`config.mk`:
```
export PLATFORM = sky130hd
export DESIGN_NAME = vga_scan_timer_flat
export DESIGN_NICKNAME = d
export VERILOG_FILES = /design/src/rtl/vga_scan_timer_if.sv /design/src/rtl/vga_scan_timer.sv /design/src/flat_wrapper.sv
export SDC_FILE = /design/constraint.sdc
export NUM_CORES = 1
export LEC_CHECK = 0
export CORE_UTILIZATION = 60
export DETAILED_ROUTE_END_ITERATION = 8
export DONT_BUFFER_PORTS = 1
export PLACE_DENSITY_LB_ADDON = 0.08
export SETUP_SLACK_MARGIN = 0.1
export SKIP_CTS_REPAIR_TIMING = 1
export SYNTH_ARGS = -nofsm -noshare
export SYNTH_HDL_FRONTEND = slang
export SYNTH_SLANG_ARGS = --single-unit
```
`constraint.sdc`:
```
create_clock -name CLK -period 6.8 [get_ports CLK]
set_input_delay 1.36 -clock CLK [delete_from_list [all_inputs] [get_ports CLK]]
set_output_delay 1.36 -clock CLK [all_outputs]
set_load 0.005 [all_outputs]
```
`src/rtl/vga_scan_timer_if.sv`:
```
// Signal bundle between the VGA scan timer, the frame buffer read port and the board pins.
// FRAME_IRQ exists only when VGA_FRAME_IRQ_EN is defined.
interface vga_scan_timer_if;
  logic [15:0] CONFIG_COLOURS;
  logic        VGA_DATA;
  logic        DPR_CLK;
  logic [14:0] VGA_ADDR;
  logic        VGA_HS;
  logic        VGA_VS;
  logic [7:0]  VGA_COLOUR;
`ifdef VGA_FRAME_IRQ_EN
  logic        FRAME_IRQ;

  modport master (
    input  CONFIG_COLOURS, VGA_DATA,
    output DPR_CLK, VGA_ADDR, VGA_HS, VGA_VS, VGA_COLOUR, FRAME_IRQ
  );

  modport slave (
    output CONFIG_COLOURS, VGA_DATA,
    input  DPR_CLK, VGA_ADDR, VGA_HS, VGA_VS, VGA_COLOUR, FRAME_IRQ
  );
`else
  modport master (
    input  CONFIG_COLOURS, VGA_DATA,
    output DPR_CLK, VGA_ADDR, VGA_HS, VGA_VS, VGA_COLOUR
  );

  modport slave (
    output CONFIG_COLOURS, VGA_DATA,
    input  DPR_CLK, VGA_ADDR, VGA_HS, VGA_VS, VGA_COLOUR
  );
`endif
endinterface

```
`src/rtl/vga_scan_timer.sv`:
```
// 640x480@60Hz VGA timing generator and 160x120 1-bit frame buffer reader with a 2-tick output pipeline.
// Optional FRAME_IRQ pulse at the start of vertical blank is enabled by defining VGA_FRAME_IRQ_EN.
module vga_scan_timer #(
  parameter logic [9:0] H_TOTAL   = 10'd800,
  parameter logic [9:0] H_SYNC    = 10'd96,
  parameter logic [9:0] H_DISP_ST = 10'd144,
  parameter logic [9:0] H_DISP_EN = 10'd784,
  parameter logic [9:0] V_TOTAL   = 10'd521,
  parameter logic [9:0] V_SYNC    = 10'd2,
  parameter logic [9:0] V_DISP_ST = 10'd31,
  parameter logic [9:0] V_DISP_EN = 10'd511
) (
  input  logic             CLK,
  input  logic             RESET,
  vga_scan_timer_if.master bus
);

  logic [1:0]  div_q, div_d;
  logic        dprClk_q, dprClk_d;
  logic [9:0]  hCnt_q, hCnt_d;
  logic [9:0]  vCnt_q, vCnt_d;
  logic [14:0] addr_q, addr_d;
  logic        hs1_q, hs1_d;
  logic        vs1_q, vs1_d;
  logic        vis1_q, vis1_d;
  logic        hs_q, hs_d;
  logic        vs_q, vs_d;
  logic [7:0]  colour_q, colour_d;

  logic        tick;
  logic        visibleNow;
  logic [7:0]  xPix;
  logic [6:0]  yPix;

  assign tick       = (div_q == 2'd3);
  assign visibleNow = (hCnt_q >= H_DISP_ST) && (hCnt_q < H_DISP_EN) &&
                      (vCnt_q >= V_DISP_ST) && (vCnt_q < V_DISP_EN);
  assign xPix       = 8'((hCnt_q - H_DISP_ST) >> 2);
  assign yPix       = 7'((vCnt_q - V_DISP_ST) >> 2);

  // Stage 1 registers address/sync/visible from the counters; stage 2 turns them into pin values.
  always_comb begin
    div_d    = div_q + 2'd1;
    dprClk_d = div_q[1];
    hCnt_d   = hCnt_q;
    vCnt_d   = vCnt_q;
    addr_d   = addr_q;
    hs1_d    = hs1_q;
    vs1_d    = vs1_q;
    vis1_d   = vis1_q;
    hs_d     = hs_q;
    vs_d     = vs_q;
    colour_d = colour_q;
    if (tick) begin
      if (hCnt_q == H_TOTAL - 10'd1) begin
        hCnt_d = '0;
        vCnt_d = (vCnt_q == V_TOTAL - 10'd1) ? 10'd0 : vCnt_q + 10'd1;
      end else begin
        hCnt_d = hCnt_q + 10'd1;
      end
      if (visibleNow) begin
        addr_d = {yPix, xPix};
      end
      hs1_d    = (hCnt_q >= H_SYNC);
      vs1_d    = (vCnt_q >= V_SYNC);
      vis1_d   = visibleNow;
      hs_d     = hs1_q;
      vs_d     = vs1_q;
      colour_d = vis1_q ? (bus.VGA_DATA ? bus.CONFIG_COLOURS[15:8] : bus.CONFIG_COLOURS[7:0])
                        : 8'h00;
    end
  end

  always_ff @(posedge CLK or negedge RESET) begin
    if (!RESET) begin
      div_q    <= '0;
      dprClk_q <= 1'b0;
      hCnt_q   <= '0;
      vCnt_q   <= '0;
      addr_q   <= '0;
      hs1_q    <= 1'b1;
      vs1_q    <= 1'b1;
      vis1_q   <= 1'b0;
      hs_q     <= 1'b1;
      vs_q     <= 1'b1;
      colour_q <= '0;
    end else begin
      div_q    <= div_d;
      dprClk_q <= dprClk_d;
      hCnt_q   <= hCnt_d;
      vCnt_q   <= vCnt_d;
      addr_q   <= addr_d;
      hs1_q    <= hs1_d;
      vs1_q    <= vs1_d;
      vis1_q   <= vis1_d;
      hs_q     <= hs_d;
      vs_q     <= vs_d;
      colour_q <= colour_d;
    end
  end

  assign bus.DPR_CLK    = dprClk_q;
  assign bus.VGA_ADDR   = addr_q;
  assign bus.VGA_HS     = hs_q;
  assign bus.VGA_VS     = vs_q;
  assign bus.VGA_COLOUR = colour_q;

`ifdef VGA_FRAME_IRQ_EN
  logic irq1_q, irq1_d;
  logic irq_q, irq_d;

  // Stage 2 output is only high on the tick edge itself, giving a single-CLK pulse.
  always_comb begin
    irq1_d = irq1_q;
    if (tick) begin
      irq1_d = (hCnt_q == 10'd0) && (vCnt_q == V_DISP_EN);
    end
    irq_d = tick && irq1_q;
  end

  always_ff @(posedge CLK or negedge RESET) begin
    if (!RESET) begin
      irq1_q <= 1'b0;
      irq_q  <= 1'b0;
    end else begin
      irq1_q <= irq1_d;
      irq_q  <= irq_d;
    end
  end

  assign bus.FRAME_IRQ = irq_q;
`endif

endmodule

```
`src/flat_wrapper.sv`:
```
// flat-port wrapper written by rule: the top's interface ports become plain ports
module vga_scan_timer_flat 
#(
  parameter logic [9:0] H_TOTAL   = 10'd800,
  parameter logic [9:0] H_SYNC    = 10'd96,
  parameter logic [9:0] H_DISP_ST = 10'd144,
  parameter logic [9:0] H_DISP_EN = 10'd784,
  parameter logic [9:0] V_TOTAL   = 10'd521,
  parameter logic [9:0] V_SYNC    = 10'd2,
  parameter logic [9:0] V_DISP_ST = 10'd31,
  parameter logic [9:0] V_DISP_EN = 10'd511
)
  (CLK, RESET, bus_CONFIG_COLOURS, bus_VGA_DATA, bus_DPR_CLK, bus_VGA_ADDR, bus_VGA_HS, bus_VGA_VS, bus_VGA_COLOUR);
  vga_scan_timer_if bus_i ();
  input  logic CLK;
  input  logic RESET;
  input wire logic [$bits(bus_i.CONFIG_COLOURS)-1:0] bus_CONFIG_COLOURS;
  input wire logic [$bits(bus_i.VGA_DATA)-1:0] bus_VGA_DATA;
  output wire logic [$bits(bus_i.DPR_CLK)-1:0] bus_DPR_CLK;
  output wire logic [$bits(bus_i.VGA_ADDR)-1:0] bus_VGA_ADDR;
  output wire logic [$bits(bus_i.VGA_HS)-1:0] bus_VGA_HS;
  output wire logic [$bits(bus_i.VGA_VS)-1:0] bus_VGA_VS;
  output wire logic [$bits(bus_i.VGA_COLOUR)-1:0] bus_VGA_COLOUR;
  assign bus_i.CONFIG_COLOURS = bus_CONFIG_COLOURS;
  assign bus_i.VGA_DATA = bus_VGA_DATA;
  assign bus_DPR_CLK = bus_i.DPR_CLK;
  assign bus_VGA_ADDR = bus_i.VGA_ADDR;
  assign bus_VGA_HS = bus_i.VGA_HS;
  assign bus_VGA_VS = bus_i.VGA_VS;
  assign bus_VGA_COLOUR = bus_i.VGA_COLOUR;
  vga_scan_timer #(.H_TOTAL(H_TOTAL), .H_SYNC(H_SYNC), .H_DISP_ST(H_DISP_ST), .H_DISP_EN(H_DISP_EN), .V_TOTAL(V_TOTAL), .V_SYNC(V_SYNC), .V_DISP_ST(V_DISP_ST), .V_DISP_EN(V_DISP_EN)) u_core (.CLK(CLK), .RESET(RESET), .bus(bus_i));
endmodule
```
======== Word level (Yosys, flattened, before mapping) ========
Cells that the tools add are included.
storage, ports and cells
  flip-flop bits (word level) ............. 51
  bits in latches ......................... 0
  memory bits (writable) .................. 0
  bits in read-only memories .............. 0
  input bits .............................. 19
  output and inout bits ................... 26
  memories ................................ 0
operators by class
  add/subtract/negate cells ............... 5
  multiply operators ...................... 0
  div/mod/pow operators ................... 0
  $lt $le $gt $ge ......................... 6
  equal/unequal tests ..................... 3
  shift-type cells ........................ 0
  mux-type cells .......................... 4
  bitwise operators ....................... 0
  reduce and logical (&&, ||, !) cells .... 5
operators with widths
  cell                                                                number
  adder 10 x 1 -> 10 bit, second input constant                       2
  equality test 10 bit, second input constant                         2
  two-way mux 10 bit                                                  2
  two-way mux 8 bit                                                   2
  greater-or-equal comparator 10 x 2 -> 1 bit, second input constant  1
  greater-or-equal comparator 10 x 5 -> 1 bit, second input constant  1
  greater-or-equal comparator 10 x 7 -> 1 bit, second input constant  1
  greater-or-equal comparator 10 x 8 -> 1 bit, second input constant  1
  < comparator 10 bit, second input constant                          1
  < comparator 10 x 9 -> 1 bit, second input constant                 1
  subtractor 10 x 8 -> 10 bit, second input constant                  1
  subtractor 9 x 5 -> 9 bit, second input constant                    1
  AND reduction 2 bit                                                 2
  logical AND 1 bit                                                   3
  adder 2 x 1 -> 2 bit, second input constant                         1
  equality test 2 bit, second input constant                          1

======== Logic depth before layout (Yosys ltp) ========
  depth in word-level cells ............... 5
  depth in mapped cells ................... 8

======== Worst setup path before layout ========
Ideal clock, no wire load.
  path kind ............................... register to register
  start point ............................. register u_core.hCnt_q[4]
  end point ............................... register u_core.addr_q[10] (netlist: u_core.bus.VGA_ADDR[10])
  library setup time ...................... 0.125 ns
  arrival ................................. 2.068 ns
  data required time ...................... 6.675 ns
  path slack .............................. 4.607 ns
  cell stages (with the launch flop) ...... 9
  path buffers ............................ 1
  clock period less this slack ............ 2.193 ns
  path through ............................ dfrtp_1 -> inv_1 -> ha_1 -> nor3b_1 -> o32ai_2 -> nor4_4 -> a21boi_4 -> buf_12 -> mux2_4
between the ends
  longest elaborated chain between the ends .. 5
  elaborated cells between the ends (all ways) .. 6
RTL lines
  item                                                                                RTL line              text
  start, declared                                                                     vga_scan_timer.sv:20  logic [9:0] hCnt_q, hCnt_d;
  start signal, assigned                                                              vga_scan_timer.sv:90  hCnt_q <= hCnt_d;
  greater-or-equal comparator 10 x 8 -> 1 bit or < comparator 10 bit (tied branches)  vga_scan_timer.sv:36  assign visibleNow = (hCnt_q >= H_DISP_ST) && (hCnt_q < H_DISP_EN) &&
  logical AND 1 bit * (2 in series)                                                   vga_scan_timer.sv:36
  logical AND 1 bit *                                                                 vga_scan_timer.sv:37  (vCnt_q >= V_DISP_ST) && (vCnt_q < V_DISP_EN);
  AND reduction 2 bit (no line) *                                                     --
  end signal, assigned                                                                vga_scan_timer.sv:92  addr_q <= addr_d;
  end, declared                                                                       vga_scan_timer.sv:22  logic [14:0] addr_q, addr_d;
Every way passes the cells marked *; elsewhere a longest branch is shown, timed or not.
A chain may end at the register's enable or synchronous reset.

======== Worst setup path after layout ========
  start point ............................. register u_core.div_q[1]
  end point ............................... register u_core.addr_q[2] (netlist: u_core.bus.VGA_ADDR[2])
between the ends
  longest elaborated chain between the ends .. 2
RTL lines
  item                           RTL line              text
  start, declared                vga_scan_timer.sv:18  logic [1:0] div_q, div_d;
  start signal, assigned         vga_scan_timer.sv:88  div_q <= div_d;
  equality test 2 bit            vga_scan_timer.sv:35  assign tick = (div_q == 2'd3);
  AND reduction 2 bit (no line)  --
No other way between the ends.

==> out/results.ini <==
[timing]
finalSetupViolations = 0
fin_crit_sh_pct = 41.4
layout_setup_ws_ns = 3.98
relSlewSlack_pct = 50.9
drv_slew = 0
clock_skew_ns = 0.0145
fmax_mhz = 355
rsz0062_at_grt = false
hold_violations = 0
period_needed_ns = 2.82
final.setup.tns_ns = 0
fin_hold_ws_ns = 0.402
worst_pin_slew_ns = 0.731

[detailed_routing]
wl_mm = 4.95
wl_per_cell_um = 17.4
drc = 0
vias_per_cell = 6.15
num_vias = 1746
ant_nets = 0
first_pass_iters = 4
drt_iter0_markers = 159

[critical_path]
cp_data_arrival_time_ns = 3.01
worstPathMaxFanout = 15
critical_path_required_ns = 6.99
endpoint_kind = flip-flop
timing.rr.end = u_core.bus.VGA_ADDR[2]
crit_type = flip-flop to flip-flop
crit_path_start_kind = flip-flop
regToRegSetupSlack_ns = 3.98
r2r_cells = 5
regToRegStartpoint = u_core.div_q[1]

[layout]
multi_input_area_um2 = 1240
ff_latch_area_um2 = 1280
layout.nets = 262
finalNonFillerCells = 284
syn_to_final_growth_pct = 3.72
diodes = 0
num-fill-cells = 298
layout-drive-gt1-share_pct = 15.0

[pwr]
max-vdd-ir-drop_mv = 0.118
power.leakage_nw = 1.25
power_density_nw_per_um2 = 190
total_power_uw = 523

[yosys]
seq_area_frac_synth_pct = 48.3
ys.flop_type = dfrtp_1
ys_ff_latch = 51
synthCells = 238
synth.avg_cell_area_um2 = 11.2
synth.distinct_cells = 50
synthesis.nets = 267
synthesis.area_um2 = 2650
synth_edf_count = 0
async_flop_share_pct = 100
yosysWarnings = 0

[clock_network]
h-tree-depth = 2
clk_path_buf_depth = 2
clkTransAtPathRegs_ns = 0.09
cts_tree = yes
cts_buffers = 5
clkLatencyLatePin_ns = 0.31
clock_sink_count = 51
root_buffer = clkbuf_8

[floorplanning]
die_w_um = 68.5
num_io_pins = 45
die_y_um = 68.5
dieArea_um2 = 4690
core_um2 = 4120
start_util_pct = 64.5
num_rows = 23

[placed_design]
dp_slack_ns = 3.95
io_buffers = 0
post-place-cells = 276
globalplace.congestion = 0.935
hpwl_mm = 3.47

[global_route]
grt_max_degree = 52
grt_use_total_pct = 23.1
grt_pass1_wl_mm = 7.75
grt_pass1_vias = 1685
grt.overflow.total = 0
antenna_found_initial = 0

[status]
status = completed

[worst_hold_path]
min_delay_path_depth = 0
hold_end = u_core.bus.DPR_CLK
holdCritStartpoint = u_core.div_q[1]
hold_class = flip-flop to flip-flop

[run]
maxCapViolations = 0

[critical path: stages (launching register included)]
cell	delay, ns
dfrtp_1	0.36
ha_1	0.46
inv_1	0.33
nor4_4	0.51
a21boi_4	0.63
mux2_2	0.40
[sequential cells by signal, summed over array words and instances (netlist names)]
register and cells:
u_core.bus.VGA_HS 1, u_core.hCnt_q 10, u_core.vis1_q 1, u_core.bus.VGA_VS 1, u_core.vs1_q 1, u_core.bus.DPR_CLK 1, u_core.vCnt_q 10, u_core.bus.VGA_COLOUR 8
u_core.div_q 2, u_core.hs1_q 1, u_core.bus.VGA_ADDR 15
[layout make-up]
type | instances | share of cell area, %
multi-input cells | 162 | 45.2
inverters | 13 | 1.77
flip-flops and latches | 51 | 46.5
clock inverters | 3 | 1.73
clock buffers | 5 | 2.50
well taps | 50 | 2.27
[synth_stat cells, types with 2 or more instances]
library cell	instances	share of area (%)
dfrtp_1	47	44
nand2_1	22	3.1
inv_1	13	1.8
nor2_1	12	1.7
o21ai_0	12	2.3
ha_1	10	4.7
mux2i_1	10	3.8
nand3_1	8	1.5
o2bb2ai_1	8	2.6
xnor2_1	8	2.6
xor2_1	8	2.6
mux2_4	7	4.0
clkbuf_1	6	0.85
mux2_2	6	2.5
nor3_1	5	0.94
a21oi_1	4	0.75
and3_1	4	0.94
dfstp_2	4	4.0
and4_1	3	0.99
nand4_1	3	0.71
or3_1	3	0.71
a211oi_1	2	0.57
a31oi_1	2	0.47
and2_1	2	0.47
buf_6	2	0.85
clkbuf_2	2	0.38
nor4_1	2	0.47
[stage by stage]
stage / cell area [um2] / utilization, %
global placement: 2640 / 64.1
CTS: 2750 / 66.9
finish: 2750 / 66.9
detailed placement: 2640 / 64.1
global route: 2750 / 66.9
floorplan: 2650 / -
[where the power goes]
part / switching [mW] / total [mW] / leakage, nW / internal (mW)
clock network: 0.104 / 0.216 / 0.0587 / 0.112
registers: 0 / 0.303 / 0.684 / 0.303
logic: 0.00104 / 0.00340 / 0.503 / 0.00236
total: 0.105 / 0.523 / 1.25 / 0.417
[logic make-up (layout without fill, tap and decap cells)]
group | after synthesis | in the layout | share of synthesized area [%]
DFF | 51 | 51 | 48.3
adders and majority gates | 10 | 10 | 4.71
xor gates and xnor gates | 16 | 16 | 5.28
and+or+nand+nor | 73 | 73 | 15.2
muxes | 23 | 23 | 10.3
AOI/OAI and AO/OA | 40 | 40 | 11.4
buffers and inverters | 25 | 21 | 4.86
[cell usage in the layout, fill, tap and decap left out, drive strengths merged, types with 2 or more instances in the layout]
| cell type | n |
|---|---|
| dfrtp | 47 |
| nand2 | 22 |
| inv | 14 |
| mux2 | 13 |
| nor2 | 12 |
| o21ai | 12 |
| mux2i | 10 |
| ha | 10 |
| nand3 | 8 |
| xor2 | 8 |
| xnor2 | 8 |
| o2bb2ai | 8 |
| nor3 | 5 |
| clkbuf | 5 |
| and3 | 4 |
| a21oi | 4 |
| dfstp | 4 |
| or3 | 4 |
| and4 | 3 |
| nand4 | 3 |
| nor4 | 3 |
| and2 | 2 |
| a31oi | 2 |
| a211oi | 2 |
| a21boi | 2 |
| nor3b | 2 |
[per-layer routing]
| metal | part of all wire (%) | vias to the layer above | global-route usage [%] |
|---|---|---|---|
| li1 | - | 824 | - |
| met1 | 43 | 844 | 27.6 |
| met2 | 50 | 67 | 39.2 |
| met3 | 4.9 | 11 | 5.43 |
| met4 | 2.1 | 0 | 10.2 |
| met5 | 0 | - | 0 |
[worst max path at each step]
stage / startpoint / end / slack [ns] / cells past startpoint
6_report: u_core.div_q[1] / u_core.bus.VGA_ADDR[2] / 3.98 / 5
5_1_grt: u_core.div_q[0] / u_core.bus.VGA_ADDR[2] / 3.74 / 5
4_1_cts: u_core.div_q[1] / u_core.bus.VGA_ADDR[2] / 3.94 / 5
3_5_place_dp: u_core.div_q[1] / u_core.bus.VGA_ADDR[2] / 3.95 / 5
3_3_place_gp: u_core.div_q[0] / u_core.bus.VGA_ADDR[2] / 4.14 / 5
2_1_floorplan: u_core.hCnt_q[4] / u_core.bus.VGA_ADDR[10] / 4.61 / 8
Note: power is estimated with default switching activity, not from simulation.
